$ cat config.mk
export PLATFORM = sky130hd
export DESIGN_NAME = axi_burst_splitter_flat
export DESIGN_NICKNAME = d
export VERILOG_FILES = /design/src/rtl/axi_burst_splitter_if.sv /design/src/rtl/axi_burst_splitter.sv /design/src/flat_wrapper.sv
export SDC_FILE = /design/constraint.sdc
export NUM_CORES = 1
export LEC_CHECK = 0
export CORE_ASPECT_RATIO = 1.75
export CORE_UTILIZATION = 34
export CTS_BUF_LIST = sky130_fd_sc_hd__clkbuf_16
export CTS_CLUSTER_DIAMETER = 40
export CTS_CLUSTER_SIZE = 25
export DETAILED_ROUTE_END_ITERATION = 10
export GPL_TIMING_DRIVEN = 0
export PLACE_DENSITY = 0.54
export SLEW_MARGIN = 20
export SYNTH_ARGS = -nofsm -noshare
export SYNTH_HDL_FRONTEND = slang
export SYNTH_SLANG_ARGS = --single-unit
export TNS_END_PERCENT = 5
$ cat constraint.sdc
create_clock -name clk -period 9.83 [get_ports clk]
set_clock_uncertainty 0.2 [all_clocks]
set_input_delay 2.4575 -clock clk [delete_from_list [all_inputs] [get_ports clk]]
set_output_delay 2.4575 -clock clk [all_outputs]
set_load 0.01 [all_outputs]
$ cat src/rtl/axi_burst_splitter_if.sv
// Request/descriptor bundle for the burst splitter.
// The "slave" modport is the splitter itself: it accepts byte requests and
// produces burst descriptors. The "master" modport is the surrounding logic
// that issues requests and consumes descriptors.
interface axi_burst_splitter_if #(
  parameter int DATA_BYTES = 8,
  parameter int ADDR_W     = 32,
  parameter int LEN_W      = 13
);
  logic                  req_valid;
  logic                  req_ready;
  logic [ADDR_W-1:0]     req_addr;
  logic [LEN_W-1:0]      req_bytes;
  logic                  bst_valid;
  logic                  bst_ready;
  logic [ADDR_W-1:0]     bst_addr;
  logic [7:0]            bst_len;
  logic [DATA_BYTES-1:0] bst_first_strb;
  logic [DATA_BYTES-1:0] bst_last_strb;
  logic                  bst_last;
  logic                  zero_len;
  logic                  busy;

  modport slave (
    input  req_valid, req_addr, req_bytes, bst_ready,
    output req_ready, bst_valid, bst_addr, bst_len, bst_first_strb,
           bst_last_strb, bst_last, zero_len, busy
  );

  modport master (
    output req_valid, req_addr, req_bytes, bst_ready,
    input  req_ready, bst_valid, bst_addr, bst_len, bst_first_strb,
           bst_last_strb, bst_last, zero_len, busy
  );
endinterface

$ cat src/rtl/axi_burst_splitter.sv
// Splits a byte-granular (address, count) request into bus-aligned bursts
// that never cross a BOUNDARY page and never exceed MAX_BEATS beats.
// One request in flight; one CALC cycle precedes every descriptor.
module axi_burst_splitter #(
  parameter int DATA_BYTES = 8,
  parameter int ADDR_W     = 32,
  parameter int LEN_W      = 13,
  parameter int MAX_BEATS  = 256,
  parameter int BOUNDARY   = 4096
) (
  input  logic                 clk,
  input  logic                 rst,
  axi_burst_splitter_if.slave  bus
);
  localparam int OB   = $clog2(DATA_BYTES);
  localparam int BW   = $clog2(BOUNDARY);
  localparam int CW   = LEN_W + 1;
  localparam int MAXB = MAX_BEATS * DATA_BYTES;
  localparam int MW   = $clog2(MAXB) + 1;
  localparam int PW   = BW + 1;
  localparam int W1   = (CW > PW) ? CW : PW;
  localparam int WW   = (W1 > MW) ? W1 : MW;

  typedef enum logic [1:0] {
    IDLE  = 2'd0,
    CALC  = 2'd1,
    ISSUE = 2'd2
  } state_t;

  state_t                state_r;
  logic [ADDR_W-1:0]     cur_addr_r;
  logic [LEN_W-1:0]      remaining_r;
  logic [LEN_W-1:0]      chunk_r;
  logic                  req_ready_r;
  logic                  bst_valid_r;
  logic [ADDR_W-1:0]     bst_addr_r;
  logic [7:0]            bst_len_r;
  logic [DATA_BYTES-1:0] bst_first_strb_r;
  logic [DATA_BYTES-1:0] bst_last_strb_r;
  logic                  bst_last_r;
  logic                  zero_len_r;
  logic                  busy_r;

  logic [OB-1:0]         off_s;
  logic [BW-1:0]         pg_off_s;
  logic [WW-1:0]         page_left_s;
  logic [WW-1:0]         max_left_s;
  logic [WW-1:0]         rem_w_s;
  logic [WW-1:0]         chunk_a_s;
  logic [WW-1:0]         chunk_w_s;
  logic [LEN_W-1:0]      chunk_s;
  logic [CW-1:0]         span_s;
  logic [CW-1:0]         span_m1_s;
  logic [OB-1:0]         last_idx_s;
  logic [7:0]            len_s;
  logic [ADDR_W-1:0]     align_addr_s;
  logic [DATA_BYTES-1:0] first_strb_s;
  logic [DATA_BYTES-1:0] last_strb_s;

  // Burst geometry for the current position: chunk size, beat count, strobes.
  always_comb begin
    off_s        = cur_addr_r[OB-1:0];
    pg_off_s     = cur_addr_r[BW-1:0];
    page_left_s  = WW'(BOUNDARY) - WW'(pg_off_s);
    max_left_s   = WW'(MAXB) - WW'(off_s);
    rem_w_s      = WW'(remaining_r);
    chunk_a_s    = (page_left_s < rem_w_s) ? page_left_s : rem_w_s;
    chunk_w_s    = (max_left_s < chunk_a_s) ? max_left_s : chunk_a_s;
    // chunk never exceeds remaining, so it always fits the request width
    chunk_s      = LEN_W'(chunk_w_s);
    span_s       = CW'(off_s) + CW'(chunk_s);
    // chunk >= 1 in CALC, so span-1 never underflows there
    span_m1_s    = span_s - CW'(1'b1);
    len_s        = 8'(span_m1_s >> OB);
    last_idx_s   = span_m1_s[OB-1:0];
    align_addr_s = {cur_addr_r[ADDR_W-1:OB], {OB{1'b0}}};
    first_strb_s = {DATA_BYTES{1'b1}} << off_s;
    // ~last_idx equals (DATA_BYTES-1 - last_idx) within OB bits
    last_strb_s  = {DATA_BYTES{1'b1}} >> (~last_idx_s);
  end

  // Control FSM with all outputs registered.
  always_ff @(posedge clk or posedge rst) begin
    if (rst) begin
      state_r          <= IDLE;
      cur_addr_r       <= {ADDR_W{1'b0}};
      remaining_r      <= {LEN_W{1'b0}};
      chunk_r          <= {LEN_W{1'b0}};
      req_ready_r      <= 1'b1;
      bst_valid_r      <= 1'b0;
      bst_addr_r       <= {ADDR_W{1'b0}};
      bst_len_r        <= 8'd0;
      bst_first_strb_r <= {DATA_BYTES{1'b0}};
      bst_last_strb_r  <= {DATA_BYTES{1'b0}};
      bst_last_r       <= 1'b0;
      zero_len_r       <= 1'b0;
      busy_r           <= 1'b0;
    end else begin
      zero_len_r <= 1'b0;
      case (state_r)
        IDLE: begin
          if (bus.req_valid) begin
            if (bus.req_bytes == {LEN_W{1'b0}}) begin
              zero_len_r <= 1'b1;
            end else begin
              cur_addr_r  <= bus.req_addr;
              remaining_r <= bus.req_bytes;
              req_ready_r <= 1'b0;
              busy_r      <= 1'b1;
              state_r     <= CALC;
            end
          end
        end
        CALC: begin
          chunk_r          <= chunk_s;
          bst_addr_r       <= align_addr_s;
          bst_len_r        <= len_s;
          bst_last_r       <= (chunk_s == remaining_r);
          bst_valid_r      <= 1'b1;
          state_r          <= ISSUE;
          if (len_s == 8'd0) begin
            bst_first_strb_r <= first_strb_s & last_strb_s;
            bst_last_strb_r  <= first_strb_s & last_strb_s;
          end else begin
            bst_first_strb_r <= first_strb_s;
            bst_last_strb_r  <= last_strb_s;
          end
        end
        ISSUE: begin
          if (bus.bst_ready) begin
            bst_valid_r <= 1'b0;
            if (bst_last_r) begin
              req_ready_r <= 1'b1;
              busy_r      <= 1'b0;
              state_r     <= IDLE;
            end else begin
              cur_addr_r  <= cur_addr_r + ADDR_W'(chunk_r);
              remaining_r <= remaining_r - chunk_r;
              state_r     <= CALC;
            end
          end
        end
        default: begin
          req_ready_r <= 1'b1;
          bst_valid_r <= 1'b0;
          busy_r      <= 1'b0;
          state_r     <= IDLE;
        end
      endcase
    end
  end

  assign bus.req_ready      = req_ready_r;
  assign bus.bst_valid      = bst_valid_r;
  assign bus.bst_addr       = bst_addr_r;
  assign bus.bst_len        = bst_len_r;
  assign bus.bst_first_strb = bst_first_strb_r;
  assign bus.bst_last_strb  = bst_last_strb_r;
  assign bus.bst_last       = bst_last_r;
  assign bus.zero_len       = zero_len_r;
  assign bus.busy           = busy_r;
endmodule

$ cat src/flat_wrapper.sv
// flat-port wrapper written by rule: the top's interface ports become plain ports
module axi_burst_splitter_flat 
#(
  parameter int DATA_BYTES = 8,
  parameter int ADDR_W     = 32,
  parameter int LEN_W      = 13,
  parameter int MAX_BEATS  = 256,
  parameter int BOUNDARY   = 4096
)
  (clk, rst, bus_req_valid, bus_req_addr, bus_req_bytes, bus_bst_ready, bus_req_ready, bus_bst_valid, bus_bst_addr, bus_bst_len, bus_bst_first_strb, bus_bst_last_strb, bus_bst_last, bus_zero_len, bus_busy);
  axi_burst_splitter_if #(.DATA_BYTES(DATA_BYTES), .ADDR_W(ADDR_W), .LEN_W(LEN_W)) bus_i ();
  input  logic clk;
  input  logic rst;
  input wire logic [$bits(bus_i.req_valid)-1:0] bus_req_valid;
  input wire logic [$bits(bus_i.req_addr)-1:0] bus_req_addr;
  input wire logic [$bits(bus_i.req_bytes)-1:0] bus_req_bytes;
  input wire logic [$bits(bus_i.bst_ready)-1:0] bus_bst_ready;
  output wire logic [$bits(bus_i.req_ready)-1:0] bus_req_ready;
  output wire logic [$bits(bus_i.bst_valid)-1:0] bus_bst_valid;
  output wire logic [$bits(bus_i.bst_addr)-1:0] bus_bst_addr;
  output wire logic [$bits(bus_i.bst_len)-1:0] bus_bst_len;
  output wire logic [$bits(bus_i.bst_first_strb)-1:0] bus_bst_first_strb;
  output wire logic [$bits(bus_i.bst_last_strb)-1:0] bus_bst_last_strb;
  output wire logic [$bits(bus_i.bst_last)-1:0] bus_bst_last;
  output wire logic [$bits(bus_i.zero_len)-1:0] bus_zero_len;
  output wire logic [$bits(bus_i.busy)-1:0] bus_busy;
  assign bus_i.req_valid = bus_req_valid;
  assign bus_i.req_addr = bus_req_addr;
  assign bus_i.req_bytes = bus_req_bytes;
  assign bus_i.bst_ready = bus_bst_ready;
  assign bus_req_ready = bus_i.req_ready;
  assign bus_bst_valid = bus_i.bst_valid;
  assign bus_bst_addr = bus_i.bst_addr;
  assign bus_bst_len = bus_i.bst_len;
  assign bus_bst_first_strb = bus_i.bst_first_strb;
  assign bus_bst_last_strb = bus_i.bst_last_strb;
  assign bus_bst_last = bus_i.bst_last;
  assign bus_zero_len = bus_i.zero_len;
  assign bus_busy = bus_i.busy;
  axi_burst_splitter #(.DATA_BYTES(DATA_BYTES), .ADDR_W(ADDR_W), .LEN_W(LEN_W), .MAX_BEATS(MAX_BEATS), .BOUNDARY(BOUNDARY)) u_core (.clk(clk), .rst(rst), .bus(bus_i));
endmodule
Word level (Yosys, flattened, before mapping)
Cells that the tools add are included.
Storage, ports and cells
  logic and storage cells: 77
  register bits: 118
  input port bits: 49
Operators by class
  bitwise operators: 4
  eq/ne operators: 8
  reduce and logical (&&, ||, !) cells: 8
  shift operators: 2
  muxes and demuxes: 34
  $add $sub $neg: 6
  $lt $le $gt $ge: 2
Operators with widths (count)
  $mux W32: 4
  $mux W13: 5
  $pmux W32 S2: 1
  $add A32 B13 Y32: 1
  $pmux W13 S2: 1
  $mux W8: 2
  $lt A14 B13 Y1: 1
  $lt A14 B14 Y1: 1
  $mux W14: 1
  $sub A13 B12 Y14 const A: 1
  $eq A13 B13 Y1: 1
  $logic_not A13 Y1: 1
  $mux W1: 13
  $sub A12 B3 Y13 const A: 1
  $sub A13 B13 Y13: 1
  $add A3 B11 Y11: 1
  $sub A11 B1 Y11 const B: 1
  $reduce_and A5 Y1: 2
  $pmux W1 S3: 3
  $and A8 B8 Y8: 1
  $logic_not A8 Y1: 1
  $ne A2 B2 Y1 const B: 4
  $shl A8 B3 Y8 const A: 1
  $shr A8 B3 Y8 const A: 1
  other kinds (11): 14

Longest topological paths before layout
  depth after elaboration: 11
  depth in mapped cells: 42
  mapped depth without buffers: 37

Worst setup path before layout
Ideal clock, no wire load.
  path kind: register to register
  start point: register u_core.cur_addr_r[1]
  end point: register u_core.bst_first_strb_r[5] (netlist: u_core.bus.bst_first_strb[5])
  period minus slack after synthesis: 8.166 ns
  path buffers: 6
  stages on the path, launching flop included: 40
  setup time: 0.142 ns
  required time: 9.488 ns
  arrival: 7.824 ns
  slack: 1.664 ns
  cell sequence: dfrtp_1 -> inv_1 -> ha_1 -> nor2b_1 -> nand2_1 -> nor4_1 -> xnor2_1 -> ha_1 -> a21o_1 -> a21o_1 -> a2111oi_0 -> a21o_1 -> buf_2 -> clkbuf_1 -> clkbuf_1 -> nor2_1 -> a21oi_1 -> ha_1 -> [... 4 more ...] -> buf_6 -> or2_2 -> a21oi_1 -> ha_1 -> inv_1 -> ha_1 -> fa_1 -> a21o_1 -> a21oi_1 -> o21bai_1 -> a21oi_1 -> o21bai_1 -> a21oi_1 -> xor2_1 -> and4_1 -> clkbuf_1 -> buf_2 -> a31oi_1
Between the ends
  cells in the longest elaborated chain, start to end: 11
  elaborated cells on any way between the ends: 14
  those cells by class: add/sub (4); order compare (2); shift (2); mux (3); bitwise (2); reduce/logical (1)
Ends and longest elaborated chain
  from (decl): line axi_burst_splitter.sv:31  | logic [ADDR_W-1:0] cur_addr_r;
  from (signal assigned): line axi_burst_splitter.sv:86  | cur_addr_r <= {ADDR_W{1'b0}};
  from (signal assigned): line axi_burst_splitter.sv:106  | cur_addr_r <= bus.req_addr;
  from (signal assigned): line axi_burst_splitter.sv:137  | cur_addr_r <= cur_addr_r + ADDR_W'(chunk_r);
  $sub A13 B12 Y14: line axi_burst_splitter.sv:64  | page_left_s = WW'(BOUNDARY) - WW'(pg_off_s);
  $lt A14 B13 Y1: line axi_burst_splitter.sv:67  | chunk_a_s = (page_left_s < rem_w_s) ? page_left_s : rem_w_s;
  $mux W14: line axi_burst_splitter.sv:67
  $lt A14 B14 Y1: line axi_burst_splitter.sv:68  | chunk_w_s = (max_left_s < chunk_a_s) ? max_left_s : chunk_a_s;
  $mux W13: line axi_burst_splitter.sv:68
  $add A3 B11 Y11: line axi_burst_splitter.sv:71  | span_s = CW'(off_s) + CW'(chunk_s);
  $sub A11 B1 Y11: line axi_burst_splitter.sv:73  | span_m1_s = span_s - CW'(1'b1);
  $not A3 Y3: line axi_burst_splitter.sv:79  | last_strb_s = {DATA_BYTES{1'b1}} >> (~last_idx_s);
  $shr A8 B3 Y8: line axi_burst_splitter.sv:79
  $and A8 B8 Y8: line axi_burst_splitter.sv:122  | bst_first_strb_r <= first_strb_s & last_strb_s;
  $mux W8 *: line axi_burst_splitter.sv:121  | if (len_s == 8'd0) begin
  to (signal assigned): line axi_burst_splitter.sv:93  | bst_first_strb_r <= {DATA_BYTES{1'b0}};
  to (signal assigned): line axi_burst_splitter.sv:122
  to (signal assigned): line axi_burst_splitter.sv:125  | bst_first_strb_r <= first_strb_s;
  to (decl): line axi_burst_splitter.sv:38  | logic [DATA_BYTES-1:0] bst_first_strb_r;
Every way passes the cells marked *; elsewhere a longest branch is shown, timed or not.
A chain may end at the register's enable or synchronous reset.

Final worst setup path
  start point: register u_core.cur_addr_r[0]
  end point: register u_core.bst_first_strb_r[6] (netlist: u_core.bus.bst_first_strb[6])
The elaborated chain is that of the path after synthesis.

==> summary.txt <==
Status
  – Status: finished clean

Timing
  – Hold_ws: ~0.27 ns
  – Final slew viol count: 0
  – Actual slew at the worst max-slew pin: 0.859 ns
  – Timing-limited maximum frequency: roughly 110 MHz
  – Final setup violation count: 0
  – Relative slew slack: 42.8%
  – Hold Fails Final Rpt: 0
  – Crit share post-route: 93.9%
  – Final worst path period need: 9.23 ns
  – Setup repair after global routing missed its margin: no

Synthesis
  – Synth top area share: between 30% and 40%
  – Top FF cell, synth: sky130_fd_sc_hd__dfrtp_1
  – Fraction of the yosys area taken by sequential cells: 37.1%
  – Count of flip-flops with a built-in enable after synthesis: 0
  – Total number of yosys warnings: 0
  – Synthesized area divided by synthesized cell count: 8.21 sq um
  – Post-Syn Area: between 7000 and 8000 sq um
  – Gate Count Post-Synth: around 970
  – Post-synthesis async set-or-reset flop share: 100%
  – Distinct cells, synth: 66
  – Synthesis-stage register bit count: 118
  – Leading post-synthesis cells by cell area: sky130_fd_sc_hd__dfrtp_1, sky130_fd_sc_hd__ha_1, sky130_fd_sc_hd__nand2_1, sky130_fd_sc_hd__o21ai_0, sky130_fd_sc_hd__a21oi_1
  – Area leader, netlist: sky130_fd_sc_hd__dfrtp_1

Hold path
  – Worst hold path class: flip-flop to flip-flop
  – Cell depth of the worst min-delay path: 2

Global route
  – Via count of the first global-routing pass: 7718
  – Global-route wire length before repair: 42700 um
  – Maximum number of pins on one net before global-route repair: 78
  – Number of antenna violations at the first check in global routing: 0
  – GR Overflow Total: 0
  – Total track usage: 23.4%

Cells and area
  – Share of final-layout standard cells stronger than drive strength 1: 6.05%
  – Total number of nets in the final design: 1207
  – Area growth from synthesis to layout: 25.8%
  – Final standard cell area without fillers: 10000 sq um
  – Number of inserted filler cells in the final layout: 2398
  – Antenna Cells: 0

Worst setup path
  – Sort of element at the start of the critical path: flip-flop
  – Data required time at the worst endpoint: 9.90 ns
  – Delay contributed by the slowest stage of the critical path: roughly 0.5 ns
  – Setup CP Type: flip-flop to flip-flop
  – Slowest CP cell: sky130_fd_sc_hd__dfrtp_1
  – Maximum fanout along the worst path: 10
  – Crit path arrival time: roughly 9.3 ns
  – Type of element capturing the critical path: flip-flop
  – Cell depth of the worst flop-to-flop path: 38
  – CP most frequent cell: sky130_fd_sc_hd__a21oi_1

Clocking
  – Buffer type at the clock tree root: sky130_fd_sc_hd__clkbuf_16
  – TritonCTS clock tree: built
  – Number of buffers inserted to repair setup after CTS: 0
  – H-tree Lvls: 4
  – Sinks on Clock Net: about 120
  – Clock latency on the worst-skew pair: roughly 0.43 ns
  – Clock slew at reported path FFs: roughly 0.060 ns
  – TritonCTS buffer count: 17
  – Maximum number of buffers from clock root to sink: 2

Placement
  – RD Place Congestion: 0.901
  – Total half-perimeter wirelength after legalization and detailed placement: 21500 um
  – Area after detailed placement: 9440 sq um
  – Number of buffers inserted by port buffering: 106

Detailed routing
  – DRT Wirelength: 27400 um
  – DRC: 0
  – Detailed-route via count: 7569
  – Number of DRC violations after detailed-routing iteration 0: approximately 290
  – Remaining antenna violation count after routing: 0
  – Avg WL per Cell: 19.5 um
  – DRT Pass-1 Iters: 5
  – Drt via density: 5.38

Die
  – Initial standard-cell utilization of the core: between 30% and 40%
  – Die ar.: 24000 sq um
  – Total core area: 22800 sq um
  – I/O pin count: 110
  – Width of the die: 118 um
  – Y dimension of the die: 204 um
  – Placement row count: 73

Flow run
  – Number of max-capacitance violations reported: 0
[metal layers]
layer | vias up | share of wire [%] | track usage [%]
met5 | - | 0 | 0
met4 | 0 | 5.3 | 14.7
met3 | 69 | 3.0 | 2.46
met2 | 218 | 55 | 44.7
met1 | 3640 | 37 | 24.1
li1 | 3642 | - | -
[cells by family after synthesis]
family,synth area share [%]
fa+ha+maj,10.0
flops,37.1
simple gates,19.6
buf+inv,5.93
compound gates,21.3
mux,1.81
other cells,0.0471
xor+xnor,4.17
[final timing paths]
| path | from | to | slack, ns |
|---|---|---|---|
| setup / recovery | u_core.cur_addr_r[0]$_DFFE_PP0P_ | u_core.bus.bst_first_strb[6]$_DFFE_PP0P_ | 0.60 |
| hold / removal | u_core.bus.req_ready$_DFFE_PP1P_ | u_core.bus.req_ready$_DFFE_PP1P_ | 0.27 |
| setup reg to reg | u_core.cur_addr_r[0]$_DFFE_PP0P_ | u_core.bus.bst_first_strb[6]$_DFFE_PP0P_ | 0.60 |
| hold reg to reg | u_core.bus.req_ready$_DFFE_PP1P_ | u_core.bus.req_ready$_DFFE_PP1P_ | 0.27 |
| max in group asynchronous | rst | u_core.bus.req_ready$_DFFE_PP1P_ | 6.46 |
| min in group asynchronous | rst | u_core.bus.bst_addr[9]$_DFFE_PP0P_ | 2.22 |
[cell usage in the layout (no fill, tap or decap), types with 8 or more instances in the layout]
cell / n
sky130_fd_sc_hd__nand3_1: 12
sky130_fd_sc_hd__and3_1: 11
sky130_fd_sc_hd__nor2b_1: 10
sky130_fd_sc_hd__a31oi_1: 9
sky130_fd_sc_hd__dfrtp_1: 117
sky130_fd_sc_hd__o21bai_1: 9
sky130_fd_sc_hd__a21o_1: 10
sky130_fd_sc_hd__clkinvlp_4: 8
sky130_fd_sc_hd__o22ai_1: 15
sky130_fd_sc_hd__inv_1: 65
sky130_fd_sc_hd__clkbuf_16: 17
sky130_fd_sc_hd__a21oi_1: 67
sky130_fd_sc_hd__xnor2_1: 28
sky130_fd_sc_hd__nor2_1: 76
sky130_fd_sc_hd__xor2_1: 8
sky130_fd_sc_hd__a311oi_1: 11
sky130_fd_sc_hd__clkbuf_1: 34
sky130_fd_sc_hd__o21ai_0: 81
sky130_fd_sc_hd__ha_1: 58
sky130_fd_sc_hd__clkdlybuf4s50_1: 106
sky130_fd_sc_hd__nand2_1: 175
sky130_fd_sc_hd__nor3_1: 26
sky130_fd_sc_hd__a211oi_1: 19
[Yosys cell counts (7+ instances only)]
cell	number
sky130_fd_sc_hd__clkbuf_1	38
sky130_fd_sc_hd__a21oi_1	67
sky130_fd_sc_hd__o21ai_0	81
sky130_fd_sc_hd__nor3_1	27
sky130_fd_sc_hd__a21o_1	10
sky130_fd_sc_hd__nand4_1	7
sky130_fd_sc_hd__o22ai_1	15
sky130_fd_sc_hd__and3_1	11
sky130_fd_sc_hd__inv_1	66
sky130_fd_sc_hd__a311oi_1	11
sky130_fd_sc_hd__a31oi_1	9
sky130_fd_sc_hd__nor2_1	76
sky130_fd_sc_hd__xor2_1	8
sky130_fd_sc_hd__xnor2_1	28
sky130_fd_sc_hd__dfrtp_1	117
sky130_fd_sc_hd__nand3_1	12
sky130_fd_sc_hd__nor2b_1	11
sky130_fd_sc_hd__nand2b_1	7
sky130_fd_sc_hd__ha_1	59
sky130_fd_sc_hd__nand2_1	175
sky130_fd_sc_hd__o21bai_1	9
sky130_fd_sc_hd__a211oi_1	19
[per-stage QoR]
stage | utilization (%) | TNS (ns) | instances | setup WS [ns]
4_1_cts | 43.7 | 0 | 1408 | 0.0495
5_1_grt | 43.9 | 0 | 1407 | 0.0746
3_5_place_dp | 41.3 | -5.46 | 1378 | -0.484
3_3_place_gp | 41.2 | -5.16 | 1377 | -0.463
6_report | 43.9 | 0 | 1407 | 0.600
2_1_floorplan | - | 0 | 971 | 1.66
[timing repair]
action,4_1_cts,5_1_grt
endpoints found under the setup margin,14,14
hold buffers,0,0
resized for setup,5,11
[critical path: cells and delay by family (launching register included)]
family	cells	cell delay, ns
adders and majority gates	6	1.49
xor gates and xnor gates	2	0.41
DFF	1	0.50
AOI/OAI and AO/OA	16	3.13
muxes	1	0.48
buffers and inverters	7	1.44
and+or+nand+nor	6	1.38
[registers in the layout, indices dropped and copies added, names as in the netlist]
register                   cells
u_core.bus.bst_addr           29
u_core.bus.busy                1
u_core.chunk_r                13
u_core.state_r                 2
u_core.bus.bst_last_strb       8
u_core.bus.zero_len            1
u_core.bus.bst_len             8
u_core.bus.req_ready           1
u_core.remaining_r            13
u_core.bus.bst_valid           1
u_core.bus.bst_last            1
u_core.cur_addr_r             32
u_core.bus.bst_first_strb      8
[final cells by class]
cell class	instances	area [sq um]	area share, %
clock buffer	17	425	4.25
inverter	67	259	2.59
multi-input combinational	735	4570	45.7
tap	300	375	3.75
clock inverter	13	113	1.12
timing repair buffer	107	1090	10.9
sequential	118	2950	29.5
buffer	50	225	2.25
Power is left out: the tool's default activity adds up to more than one toggle a clock period on the data nets, which glitch-free logic cannot reach.
